## src/rtl/i2c_reg_seq_pkg.sv

```systemverilog
// Shared constants and state encoding for the I2C register-transaction sequencer.
package i2c_reg_seq_pkg;

    localparam logic [2:0] REG_STATUS   = 3'd0;
    localparam logic [2:0] REG_FIFO     = 3'd1;
    localparam logic [2:0] REG_CMD_ADDR = 3'd2;
    localparam logic [2:0] REG_CMD      = 3'd3;
    localparam logic [2:0] REG_DATA     = 3'd4;
    localparam logic [2:0] REG_PRE_L    = 3'd6;
    localparam logic [2:0] REG_PRE_H    = 3'd7;

    localparam int CMD_START = 0;
    localparam int CMD_READ  = 1;
    localparam int CMD_WRITE = 2;
    localparam int CMD_STOP  = 4;

    localparam logic [7:0] CMD_START_WR = 8'h05;
    localparam logic [7:0] CMD_WR_STOP  = 8'h14;
    localparam logic [7:0] CMD_RD_STOP  = 8'h13;

    localparam int ST_BUSY       = 0;
    localparam int ST_MISSED_ACK = 3;
    localparam int FS_CMD_EMPTY  = 0;
    localparam int FS_WR_EMPTY   = 3;

    localparam logic [7:0] ST_CLR_NACK = 8'h08;

    typedef enum logic [3:0] {
        S_INIT_PL,
        S_INIT_PH,
        S_IDLE,
        S_ISSUE,
        S_POLL_FIFO,
        S_POLL_STAT,
        S_CLR_NACK,
        S_READ_DATA,
        S_RESP
    } state_e;

endpackage

```

## src/rtl/i2c_reg_seq_wb_master_8.sv

```systemverilog
// Single-access 8-bit Wishbone master: a start request launches one
// registered access which is held until acked.
module wb_master_8 (
    input  logic       clk,
    input  logic       rst,
    input  logic       start,
    input  logic       we,
    input  logic [2:0] adr,
    input  logic [7:0] wdat,
    output logic       done,
    output logic [7:0] rdat,
    output logic [2:0] wbm_adr_o,
    output logic [7:0] wbm_dat_o,
    input  logic [7:0] wbm_dat_i,
    output logic       wbm_we_o,
    output logic       wbm_stb_o,
    output logic       wbm_cyc_o,
    input  logic       wbm_ack_i
);

    logic       stb_q, stb_d;
    logic       we_q, we_d;
    logic [2:0] adr_q, adr_d;
    logic [7:0] dat_q, dat_d;

    // Start is ignored while an access is open, so the cycle after an ack
    // is always idle on the bus.
    always_comb begin
        stb_d = stb_q;
        we_d  = we_q;
        adr_d = adr_q;
        dat_d = dat_q;
        if (stb_q) begin
            if (wbm_ack_i) begin
                stb_d = 1'b0;
                we_d  = 1'b0;
                adr_d = 3'd0;
                dat_d = 8'h00;
            end
        end else if (start) begin
            stb_d = 1'b1;
            we_d  = we;
            adr_d = adr;
            dat_d = we ? wdat : 8'h00;
        end
    end

    always_ff @(posedge clk or posedge rst) begin
        if (rst) begin
            stb_q <= 1'b0;
            we_q  <= 1'b0;
            adr_q <= 3'd0;
            dat_q <= 8'h00;
        end else begin
            stb_q <= stb_d;
            we_q  <= we_d;
            adr_q <= adr_d;
            dat_q <= dat_d;
        end
    end

    assign done      = stb_q & wbm_ack_i;
    assign rdat      = wbm_dat_i;
    assign wbm_adr_o = adr_q;
    assign wbm_dat_o = dat_q;
    assign wbm_we_o  = we_q;
    assign wbm_stb_o = stb_q;
    assign wbm_cyc_o = stb_q;

endmodule

```

## src/rtl/i2c_reg_seq.sv

```systemverilog
// Converts single device-register read/write requests into the register
// access script of an i2c_master_wbs_8 and reports data, NACK and timeout.
module i2c_reg_seq
    import i2c_reg_seq_pkg::*;
#(
    parameter logic [15:0] PRESCALE   = 16'd1,
    parameter int          POLL_LIMIT = 1024
) (
    input  logic       clk,
    input  logic       rst,
    input  logic       req_valid,
    output logic       req_ready,
    input  logic       req_read,
    input  logic [6:0] req_dev_addr,
    input  logic [7:0] req_reg_addr,
    input  logic [7:0] req_wr_data,
    output logic       rsp_valid,
    output logic [7:0] rsp_data,
    output logic       rsp_nack,
    output logic       rsp_timeout,
    output logic [2:0] wbm_adr_o,
    output logic [7:0] wbm_dat_o,
    input  logic [7:0] wbm_dat_i,
    output logic       wbm_we_o,
    output logic       wbm_stb_o,
    output logic       wbm_cyc_o,
    input  logic       wbm_ack_i
);

    localparam int CW = $clog2(POLL_LIMIT + 1);

    state_e        state_q, state_d;
    logic [2:0]    step_q, step_d;
    logic [CW-1:0] cnt_q, cnt_d, cnt_inc;
    logic [6:0]    dev_q, dev_d;
    logic [7:0]    reg_q, reg_d, wd_q, wd_d, data_q, data_d;
    logic          rd_q, rd_d, nack_q, nack_d, to_q, to_d;

    logic          acc_want, acc_we, acc_done;
    logic [2:0]    acc_adr, scr_adr;
    logic [7:0]    acc_wdat, scr_dat, acc_rdat;
    logic          script_end, limit_hit;

    always_comb begin
        scr_adr = REG_CMD;
        scr_dat = CMD_WR_STOP;
        case (step_q)
            3'd0: begin scr_adr = REG_CMD_ADDR; scr_dat = {1'b0, dev_q}; end
            3'd1: begin scr_adr = REG_DATA;     scr_dat = reg_q;         end
            3'd2: begin scr_adr = REG_CMD;      scr_dat = CMD_START_WR;  end
            3'd3: begin
                scr_adr = rd_q ? REG_CMD : REG_DATA;
                scr_dat = rd_q ? CMD_RD_STOP : wd_q;
            end
            default: ;
        endcase
    end

    assign script_end = (step_q == (rd_q ? 3'd3 : 3'd4));
    // Saturate so a fifo success on the last allowed read still gets one
    // STATUS read before timing out.
    assign cnt_inc    = (cnt_q == CW'(POLL_LIMIT)) ? cnt_q : cnt_q + 1'b1;
    assign limit_hit  = (cnt_q >= CW'(POLL_LIMIT - 1));

    always_comb begin
        state_d  = state_q;
        step_d   = step_q;
        cnt_d    = cnt_q;
        dev_d    = dev_q;
        reg_d    = reg_q;
        wd_d     = wd_q;
        rd_d     = rd_q;
        nack_d   = nack_q;
        to_d     = to_q;
        data_d   = data_q;
        acc_want = 1'b0;
        acc_we   = 1'b0;
        acc_adr  = 3'd0;
        acc_wdat = 8'h00;
        case (state_q)
            S_INIT_PL: begin
                acc_want = 1'b1;
                acc_we   = 1'b1;
                acc_adr  = REG_PRE_L;
                acc_wdat = PRESCALE[7:0];
                if (acc_done) state_d = S_INIT_PH;
            end
            S_INIT_PH: begin
                acc_want = 1'b1;
                acc_we   = 1'b1;
                acc_adr  = REG_PRE_H;
                acc_wdat = PRESCALE[15:8];
                if (acc_done) state_d = S_IDLE;
            end
            S_IDLE: begin
                if (req_valid) begin
                    dev_d   = req_dev_addr;
                    reg_d   = req_reg_addr;
                    wd_d    = req_wr_data;
                    rd_d    = req_read;
                    nack_d  = 1'b0;
                    to_d    = 1'b0;
                    data_d  = 8'h00;
                    step_d  = 3'd0;
                    state_d = S_ISSUE;
                end
            end
            S_ISSUE: begin
                acc_want = 1'b1;
                acc_we   = 1'b1;
                acc_adr  = scr_adr;
                acc_wdat = scr_dat;
                if (acc_done) begin
                    step_d = step_q + 3'd1;
                    if (script_end) begin
                        cnt_d   = '0;
                        state_d = S_POLL_FIFO;
                    end
                end
            end
            S_POLL_FIFO: begin
                acc_want = 1'b1;
                acc_adr  = REG_FIFO;
                if (acc_done) begin
                    cnt_d = cnt_inc;
                    if (acc_rdat[FS_CMD_EMPTY] && acc_rdat[FS_WR_EMPTY]) begin
                        state_d = S_POLL_STAT;
                    end else if (limit_hit) begin
                        to_d    = 1'b1;
                        state_d = S_RESP;
                    end
                end
            end
            S_POLL_STAT: begin
                acc_want = 1'b1;
                acc_adr  = REG_STATUS;
                if (acc_done) begin
                    cnt_d  = cnt_inc;
                    nack_d = nack_q | acc_rdat[ST_MISSED_ACK];
                    if (!acc_rdat[ST_BUSY]) begin
                        if (nack_d)    state_d = S_CLR_NACK;
                        else if (rd_q) state_d = S_READ_DATA;
                        else           state_d = S_RESP;
                    end else if (limit_hit) begin
                        to_d    = 1'b1;
                        state_d = S_RESP;
                    end
                end
            end
            S_CLR_NACK: begin
                acc_want = 1'b1;
                acc_we   = 1'b1;
                acc_adr  = REG_STATUS;
                acc_wdat = ST_CLR_NACK;
                if (acc_done) state_d = S_RESP;
            end
            S_READ_DATA: begin
                acc_want = 1'b1;
                acc_adr  = REG_DATA;
                if (acc_done) begin
                    data_d  = acc_rdat;
                    state_d = S_RESP;
                end
            end
            S_RESP:  state_d = S_IDLE;
            default: state_d = S_INIT_PL;
        endcase
    end

    always_ff @(posedge clk or posedge rst) begin
        if (rst) begin
            state_q <= S_INIT_PL;
            step_q  <= 3'd0;
            cnt_q   <= '0;
            dev_q   <= 7'd0;
            reg_q   <= 8'h00;
            wd_q    <= 8'h00;
            rd_q    <= 1'b0;
            nack_q  <= 1'b0;
            to_q    <= 1'b0;
            data_q  <= 8'h00;
        end else begin
            state_q <= state_d;
            step_q  <= step_d;
            cnt_q   <= cnt_d;
            dev_q   <= dev_d;
            reg_q   <= reg_d;
            wd_q    <= wd_d;
            rd_q    <= rd_d;
            nack_q  <= nack_d;
            to_q    <= to_d;
            data_q  <= data_d;
        end
    end

    wb_master_8 u_wbm (
        .clk       (clk),
        .rst       (rst),
        .start     (acc_want),
        .we        (acc_we),
        .adr       (acc_adr),
        .wdat      (acc_wdat),
        .done      (acc_done),
        .rdat      (acc_rdat),
        .wbm_adr_o (wbm_adr_o),
        .wbm_dat_o (wbm_dat_o),
        .wbm_dat_i (wbm_dat_i),
        .wbm_we_o  (wbm_we_o),
        .wbm_stb_o (wbm_stb_o),
        .wbm_cyc_o (wbm_cyc_o),
        .wbm_ack_i (wbm_ack_i)
    );

    assign req_ready   = (state_q == S_IDLE);
    assign rsp_valid   = (state_q == S_RESP);
    assign rsp_data    = data_q;
    assign rsp_nack    = nack_q;
    assign rsp_timeout = to_q;

endmodule

```

## config.mk

```make
export PLATFORM = sky130hd
export DESIGN_NAME = i2c_reg_seq
export DESIGN_NICKNAME = d
export VERILOG_FILES = /design/src/rtl/i2c_reg_seq_pkg.sv /design/src/rtl/i2c_reg_seq_wb_master_8.sv /design/src/rtl/i2c_reg_seq.sv
export SDC_FILE = /design/constraint.sdc
export NUM_CORES = 1
export LEC_CHECK = 0
export BUFFER_PORTS_ARGS = -buffer_cell sky130_fd_sc_hd__clkbuf_2
export CAP_MARGIN = 0
export CORE_MARGIN = 1
export CORE_UTILIZATION = 60
export DETAILED_ROUTE_END_ITERATION = 16
export HOLD_SLACK_MARGIN = 0.15
export PLACE_DENSITY = 0.85
export RECOVER_POWER = 100
export SYNTH_ARGS = -nofsm -noshare
export SYNTH_HDL_FRONTEND = slang
export SYNTH_SLANG_ARGS = --single-unit
```

## constraint.sdc

```tcl
create_clock -name clk -period 5.34 [get_ports clk]
set_input_delay 1.068 -clock clk [delete_from_list [all_inputs] [get_ports clk]]
set_output_delay 1.068 -clock clk [all_outputs]
set_load 0.02 [all_outputs]
```

==> metrics.txt, run 1 <==
# TYPE chip_impl_metric gauge
chip_impl_metric{name="cts-resized-gates",unit=""} 0
chip_impl_metric{name="synth_compound_area_share",unit="%"} 15.8
chip_impl_metric{name="initial_cell_density_of_the_core",unit="%"} 63.1
chip_impl_metric{name="core_area",unit="sq um"} 5200
chip_impl_metric{name="peak_supply_drop",unit="mV"} 0.359
chip_impl_metric{name="worst_slew_margin_rel",unit="%"} 3.20
chip_impl_info{name="tritoncts_clock_tree",value="yes"} 1
chip_impl_metric{name="post-route-util",unit="%"} 71.9
chip_impl_metric{name="clock_buffer_depth",unit=""} 2
chip_impl_metric{name="final_antenna_net_count",unit=""} 0
chip_impl_metric{name="number_of_enable_type_register_cells_in_the_synthesized_netlist",unit=""} 0
chip_impl_info{name="timing_worst_setup_path_type",value="flip-flop to primary output"} 1
chip_impl_metric{name="design.final.nets",unit=""} 420
chip_impl_metric{name="clock_sink_count",unit=""} 65
chip_impl_metric{name="die_y",unit="um"} 76
chip_impl_metric{name="setup_skew_after_layout",unit="ps"} 6.71
chip_impl_metric{name="power.density_cell_area",unit="nW/um^2"} 502
chip_impl_metric{name="finalSetupViolations",unit=""} 0
chip_impl_info{name="crit_chain",value="nand2b_1 -> nor3_1 -> clkbuf_1"} 1
chip_impl_metric{name="io_port_bufs",unit=""} 61
chip_impl_info{name="synth_top_flop_cell",value="dfrtp_1"} 1
chip_impl_metric{name="num_rows",unit=""} 26
chip_impl_metric{name="die_x",unit="um"} 76
chip_impl_info{name="synth.most_common_cell",value="dfrtp_1"} 1
chip_impl_metric{name="synthesized_area_fraction_occupied_by_and_or_nand_nor_cells",unit="%"} 18.3
chip_impl_metric{name="postSynth.asyncResetShare",unit="%"} 100
chip_impl_metric{name="max_freq",unit="MHz"} 339
chip_impl_metric{name="yosys_register_bits",unit=""} 65
chip_impl_metric{name="synth_top_area_share",unit="%"} 49.5
chip_impl_metric{name="critical_path_arrival",unit="ps"} 1880
chip_impl_info{name="grt_setup_unrepaired",value="false"} 1
chip_impl_metric{name="yosys.area_share.xor_xnor",unit="%"} 1.07
chip_impl_metric{name="grt_antenna_before_repair",unit=""} 0
chip_impl_metric{name="yosys.cell_types.count",unit=""} 52
chip_impl_metric{name="cts_inserted_buffers",unit=""} 9
chip_impl_metric{name="via_count",unit=""} 2705
chip_impl_metric{name="pin_count",unit=""} 62
chip_impl_metric{name="post_drt_via_cell_ratio",unit=""} 5.98
chip_impl_info{name="worstHoldPathType",value="flip-flop to flip-flop"} 1
chip_impl_metric{name="report.final.slew_viol_count",unit=""} 0
chip_impl_metric{name="worstSkewPairLatency",unit="ps"} 340
chip_impl_metric{name="cp_max_fo",unit=""} 22
chip_impl_metric{name="post-layout-total-power",unit="uW"} 1880
chip_impl_metric{name="drt-initial-drc-count",unit=""} 237
chip_impl_info{name="yosys.area.top_type",value="dfrtp_1"} 1
chip_impl_metric{name="biggest_cell_delay_along_the_critical_path",unit="ps"} 610
chip_impl_metric{name="route.detailed.wl_per_inst",unit="um"} 16.0
chip_impl_metric{name="synth_to_layout_area_growth",unit="%"} 13.9
chip_impl_metric{name="grt.overflow.total",unit=""} 0
chip_impl_metric{name="layoutNonFillerInstCount",unit=""} 452
chip_impl_metric{name="power.leakage",unit="uW"} 0.00166
chip_impl_info{name="cp-start-kind",value="flip-flop"} 1
chip_impl_metric{name="yosysWarnings",unit=""} 0
chip_impl_metric{name="max-cap-violations",unit=""} 0
chip_impl_metric{name="synth-adder-area-share",unit="%"} 2.67
chip_impl_metric{name="finalCriticalPeriod",unit="ps"} 2950
chip_impl_metric{name="syn_nets",unit=""} 364
chip_impl_info{name="synth.area.top_cells",value="dfrtp_1 (50%), mux2_2 (8.2%), nand2_1 (4.2%)"} 1
chip_impl_metric{name="ys_seq_area_share",unit="%"} 49.5
chip_impl_metric{name="fin_tns_setup",unit="ps"} 0
chip_impl_metric{name="grt_first_pass_wirelength",unit="mm"} 12.3
chip_impl_metric{name="route.detailed.drc",unit=""} 0
chip_impl_metric{name="max_slew.worst_pin.slew",unit="ps"} 1450
chip_impl_metric{name="synth.cell_area",unit="sq um"} 3290
chip_impl_metric{name="fin_crit_sh",unit="%"} 55.2
chip_impl_metric{name="place.gp.congestion",unit=""} 0.823
chip_impl_metric{name="final_layout_size_suffix_gt1_share",unit="%"} 20.9
chip_impl_metric{name="number_of_setup_buffers_added_after_cts",unit=""} 0
chip_impl_metric{name="cts.hold.buffers_added",unit=""} 0
chip_impl_metric{name="grt_max_degree",unit=""} 66
chip_impl_info{name="yosys-top-cells-count",value="dfrtp_1 (65), nand2_1 (37), o21ai_0 (26)"} 1
chip_impl_info{name="outcome",value="completed"} 1
chip_impl_metric{name="drt_wl_total",unit="mm"} 7.23
chip_impl_metric{name="clkSlewWorstSetupHoldPaths",unit="ps"} 70
chip_impl_metric{name="detailed_place_hpwl",unit="mm"} 4.92
chip_impl_metric{name="timing.critical_path.required",unit="ps"} 4270
chip_impl_info{name="cp-end-kind",value="primary output"} 1
chip_impl_metric{name="area_of_the_die",unit="sq um"} 5780
chip_impl_info{name="clock_tree.root_cell",value="clkbuf_8"} 1
chip_impl_metric{name="drt_pass1_iterations",unit=""} 4
chip_impl_metric{name="synthCells",unit=""} 321
chip_impl_info{name="cpMaxStageDelayCell",value="dfrtp_1"} 1
chip_impl_metric{name="n_antenna_cell",unit=""} 0
chip_impl_metric{name="cts-htree-levels",unit=""} 3
chip_impl_metric{name="grt_pass1_vias",unit=""} 2587
chip_impl_metric{name="place.detailed.instances",unit=""} 436
chip_impl_metric{name="grt_usage",unit="%"} 27.3
chip_impl_metric{name="syn-mean-instance-area",unit="sq um"} 10.2
chip_impl_metric{name="final-hold-violation-count",unit=""} 0
chip_impl_info{name="synth_top_family_by_area",value="simple AND/OR/NAND/NOR gates"} 1
chip_impl_metric{name="synth.mux.area_fraction",unit="%"} 8.83
==> kinds of logic after synthesis <==
kind of cell | count (synthesis)
simple gates | 113
compound gates | 76
flops | 65
buf+inv | 30
mux | 26
fa+ha+maj | 7
xor+xnor | 4
==> cell type report <==
| cell class | instances | area [sq um] |
|---|---|---|
| tap | 70 | 87.6 |
| timing repair buffer | 64 | 290 |
| multi-input combinational | 226 | 1520 |
| clock inverter | 6 | 42.5 |
| sequential | 65 | 1630 |
| inverter | 11 | 41.3 |
| fill | 432 | 1460 |
| clock buffer | 10 | 138 |
==> report_power, final <==
part | switching [uW] | internal, uW | total [uW] | leakage (uW)
registers | 182 | 659 | 840 | 0.000834
logic | 377 | 288 | 666 | 0.000734
clock network | 190 | 181 | 372 | 0.0000887
total | 749 | 1130 | 1880 | 0.00166
==> through the flow <==
step | hold WS, ps | cell area, sq um | setup WS (ps)
floorplan | 474 | 3290 | 2650
global placement | 456 | 3620 | 2800
detailed placement | 467 | 3620 | 2720
CTS | 488 | 3800 | 2450
global route | 506 | 3740 | 2270
finish | 483 | 3740 | 2390
==> cell usage in the layout (no fill, tap or decap), types with 5 or more instances in the layout <==
master,instances
clkbuf_1,28
nand4_1,8
nor2b_1,5
a21oi_1,11
a22o_1,8
o21ai_0,26
nor3_1,7
clkbuf_2,34
nand2_1,37
mux2_2,23
nand3_1,15
nor2_1,15
dfrtp_1,65
clkbuf_8,10
inv_1,11
ha_1,7
==> worst max-delay path, delay by kind of cell (launching register included) <==
kind	cells	cell delay [ps]
AND/OR/NAND/NOR	2	640
buffers and inverters	1	270
flip-flops	1	610
==> worst paths after layout <==
kind                                         startpoint                 endpoint  slack, ps  cells after the start
max in group asynchronous                           rst  rsp_data[0]$_DFFE_PP0P_       3890                      3
worst min register to register  rsp_data[2]$_DFFE_PP0P_  rsp_data[2]$_DFFE_PP0P_        480                      2
min in group asynchronous                           rst      wd_q[2]$_DFFE_PP0P_        940                      3
worst min-delay path            rsp_data[2]$_DFFE_PP0P_  rsp_data[2]$_DFFE_PP0P_        480                      2
worst max-delay path             state_q[0]$_DFFE_PP0P_                req_ready       2390                      3
worst max register to register   state_q[2]$_DFFE_PP0P_     rsp_nack$_DFFE_PP0P_       2570                      6
==> registers in the layout, summed over array words and instances (netlist names) <==
signal           cells
u_wbm.wbm_cyc_o      1
rd_q                 1
wd_q                 8
rsp_data             8
dev_q                7
rsp_timeout          1
rsp_nack             1
u_wbm.wbm_adr_o      3
u_wbm.wbm_we_o       1
step_q               3
reg_q                8
u_wbm.wbm_dat_o      8
state_q              4
cnt_q               11
==> routing by layer <==
metal	vias to the layer above	GRT usage (%)	wire, um
met5	-	0	0
met4	0	10.0	89
met3	10	8.86	467
met2	88	45.2	3650
met1	1326	33.6	3030
li1	1281	-	-
(Power assumes the default switching activity.)
==> run 2: changes to the inputs <==
Settings changed: CORE_UTILIZATION 60 to 55, PLACE_DENSITY 0.85 to 0.79.
Clock period 5.34 ns to 2.82 ns, I/O delays scaled along.
==> run 2 against run 1 <==
Net effect: combinational power rose by 92%; design area rose by 0.90%; final cell count rose by 0.66%; critical path type is now flip-flop to flip-flop.
==> metrics.txt, run 2 (same netlist as run 1, synthesis figures left out) <==
# TYPE chip_impl_metric gauge
chip_impl_metric{name="n_antenna_cell",unit=""} 0
chip_impl_metric{name="grt_usage",unit="%"} 24.9
chip_impl_metric{name="power.leakage",unit="uW"} 0.00167
chip_impl_metric{name="cts-htree-levels",unit=""} 3
chip_impl_metric{name="biggest_cell_delay_along_the_critical_path",unit="ps"} 710
chip_impl_info{name="critPathTopFamily",value="simple AND/OR/NAND/NOR gates"} 1
chip_impl_metric{name="grt_antenna_before_repair",unit=""} 0
chip_impl_metric{name="max_ffs_per_register",unit=""} 11
chip_impl_metric{name="grt_pass1_vias",unit=""} 2567
chip_impl_info{name="top_library_cells_by_usage_in_the_layout_fill_and_taps_aside",value="dfrtp_1 (65), nand2_1 (37), clkbuf_2 (37)"} 1
chip_impl_metric{name="core_area",unit="sq um"} 5640
chip_impl_metric{name="die_y",unit="um"} 79.3
chip_impl_metric{name="route.detailed.wl_per_inst",unit="um"} 15.7
chip_impl_metric{name="die_x",unit="um"} 79.3
chip_impl_metric{name="rrSetupSlack",unit="ps"} 390
chip_impl_metric{name="clock_buffer_depth",unit=""} 2
chip_impl_info{name="worstHoldPathType",value="input pin to async pin"} 1
chip_impl_info{name="timing_worst_setup_path_type",value="flip-flop to flip-flop"} 1
chip_impl_metric{name="critical_path_arrival",unit="ps"} 2680
chip_impl_metric{name="peak_supply_drop",unit="mV"} 0.549
chip_impl_metric{name="report.final.slew_viol_count",unit=""} 0
chip_impl_metric{name="cp_max_fo",unit=""} 22
chip_impl_info{name="crit_chain",value="nand3b_1 -> a211oi_4 -> nand3_1 -> or4_1 -> a21oi_1"} 1
chip_impl_metric{name="fin_crit_sh",unit="%"} 86.2
chip_impl_metric{name="place.gp.congestion",unit=""} 0.787
chip_impl_metric{name="grt.overflow.total",unit=""} 0
chip_impl_metric{name="fill_cells",unit=""} 462
chip_impl_info{name="timing.rr.end",value="cnt_q[8]$_DFFE_PP0P_"} 1
chip_impl_metric{name="critical_path_buf_inv_count",unit=""} 0
chip_impl_metric{name="drt_pass1_iterations",unit=""} 4
chip_impl_metric{name="via_count",unit=""} 2666
chip_impl_metric{name="reg2regPathDepth",unit=""} 5
chip_impl_info{name="tritoncts_clock_tree",value="yes"} 1
chip_impl_metric{name="fin_tns_setup",unit="ps"} 0
chip_impl_metric{name="final_antenna_net_count",unit=""} 0
chip_impl_metric{name="drt-initial-drc-count",unit=""} 165
chip_impl_metric{name="worstSkewPairLatency",unit="ps"} 340
chip_impl_info{name="grt_setup_unrepaired",value="false"} 1
chip_impl_metric{name="finalCriticalPeriod",unit="ps"} 2430
chip_impl_metric{name="num_rows",unit=""} 27
chip_impl_info{name="commonest_non_fill_non_tap_cell_in_the_layout",value="dfrtp_1"} 1
chip_impl_metric{name="final_layout_size_suffix_gt1_share",unit="%"} 21.9
chip_impl_metric{name="detailed_place_hpwl",unit="mm"} 5.01
chip_impl_metric{name="worst_slew_margin_rel",unit="%"} 33.3
chip_impl_metric{name="cts-resized-gates",unit=""} 0
chip_impl_metric{name="timing.critical_path.required",unit="ps"} 3070
chip_impl_metric{name="finalSetupViolations",unit=""} 0
chip_impl_metric{name="max_freq",unit="MHz"} 412
chip_impl_metric{name="number_of_setup_buffers_added_after_cts",unit=""} 0
chip_impl_metric{name="place.detailed.instances",unit=""} 439
chip_impl_info{name="largest_register",value="cnt_q"} 1
chip_impl_metric{name="timing.critical_path.depth",unit=""} 5
chip_impl_metric{name="clock_sink_count",unit=""} 65
chip_impl_metric{name="layoutNonFillerInstCount",unit=""} 455
chip_impl_metric{name="seq_area",unit="sq um"} 1630
chip_impl_metric{name="pin_count",unit=""} 62
chip_impl_metric{name="clkSlewWorstSetupHoldPaths",unit="ps"} 70
chip_impl_metric{name="grt_first_pass_wirelength",unit="mm"} 12.0
chip_impl_metric{name="area_of_the_die",unit="sq um"} 6290
chip_impl_metric{name="grt_max_degree",unit=""} 40
chip_impl_metric{name="post_drt_via_cell_ratio",unit=""} 5.86
chip_impl_metric{name="power.density_cell_area",unit="nW/um^2"} 970
chip_impl_metric{name="io_port_bufs",unit=""} 61
chip_impl_metric{name="cts.hold.buffers_added",unit=""} 0
chip_impl_metric{name="synth_to_layout_area_growth",unit="%"} 14.9
chip_impl_info{name="cpMaxStageDelayCell",value="dfrtp_1"} 1
chip_impl_metric{name="initial_cell_density_of_the_core",unit="%"} 58.2
chip_impl_metric{name="final-hold-violation-count",unit=""} 0
chip_impl_info{name="clock_tree.root_cell",value="clkbuf_8"} 1
chip_impl_metric{name="cts_inserted_buffers",unit=""} 9
chip_impl_info{name="crit-reg2reg-launch",value="state_q[0]$_DFFE_PP0P_"} 1
chip_impl_metric{name="drt_wl_total",unit="mm"} 7.15
chip_impl_info{name="outcome",value="completed"} 1
chip_impl_info{name="cp-end-kind",value="flip-flop"} 1
chip_impl_metric{name="setup_skew_after_layout",unit="ps"} 10.1
chip_impl_metric{name="post-route-util",unit="%"} 66.9
chip_impl_metric{name="multi_input_comb_area",unit="sq um"} 1520
chip_impl_metric{name="design.final.nets",unit=""} 421
chip_impl_info{name="cp-start-kind",value="flip-flop"} 1
chip_impl_metric{name="route.detailed.drc",unit=""} 0
chip_impl_metric{name="max_slew.worst_pin.slew",unit="ps"} 999
chip_impl_metric{name="max-cap-violations",unit=""} 0
run 2: changes by cell type in the layout (fill, tap and decap cells not counted), sizes merged:
cell,change
clkinv,-2
bufinv,+1
clkinvlp,+1
clkbuf,+1
run 2: per-stage QoR:
step                      setup slack [ps]  total power [uW]  hold slack [ps]  area (sq um)
after global routing                   243              3910              438          3780
after CTS                              433              3700              287          3840
after global placement                 666              2850              459          3640
after detailed placement               596              2890              462          3640
final                                  390              3660              440          3780
after floorplan                        630              2520              474          3290
run 2: worst max path at each step:
| stage | startpoint | endpoint |
|---|---|---|
| after floorplan | rst | cnt_q[0]$_DFFE_PP0P_ |
| after global placement | state_q[0]$_DFFE_PP0P_ | cnt_q[8]$_DFFE_PP0P_ |
| after detailed placement | state_q[0]$_DFFE_PP0P_ | cnt_q[8]$_DFFE_PP0P_ |
| after CTS | state_q[0]$_DFFE_PP0P_ | req_ready |
| after global routing | state_q[0]$_DFFE_PP0P_ | cnt_q[8]$_DFFE_PP0P_ |
| final | state_q[0]$_DFFE_PP0P_ | cnt_q[8]$_DFFE_PP0P_ |
run 2: layer usage:
metal / vias up / routed length, um / GRT usage [%]
met5: - / 0 / 0
met4: 0 / 98 / 9.45
met3: 10 / 323 / 7.13
met2: 75 / 3460 / 38.1
met1: 1294 / 3260 / 33.5
li1: 1287 / - / -
run 2: cell type report:
class | instances | area share, %
Clock buffer | 10 | 3.64
Timing Repair Buffer | 65 | 7.89
Sequential cell | 65 | 43.1
Multi-Input combinational cell | 226 | 40.2
Tap cell | 72 | 2.39
Clock inverter | 6 | 1.76
Inverter | 11 | 1.09
run 2: where the power goes:
| part | switching [uW] | internal (uW) |
|---|---|---|
| logic | 728 | 551 |
| registers | 338 | 1250 |
| clock network | 364 | 433 |
run 2: worst register-to-register path: stages, from the launching register on:
cell,delay [ps]
dfrtp_1,710
nand3b_1,220
a211oi_4,370
nand3_1,320
or4_1,560
a21oi_1,170
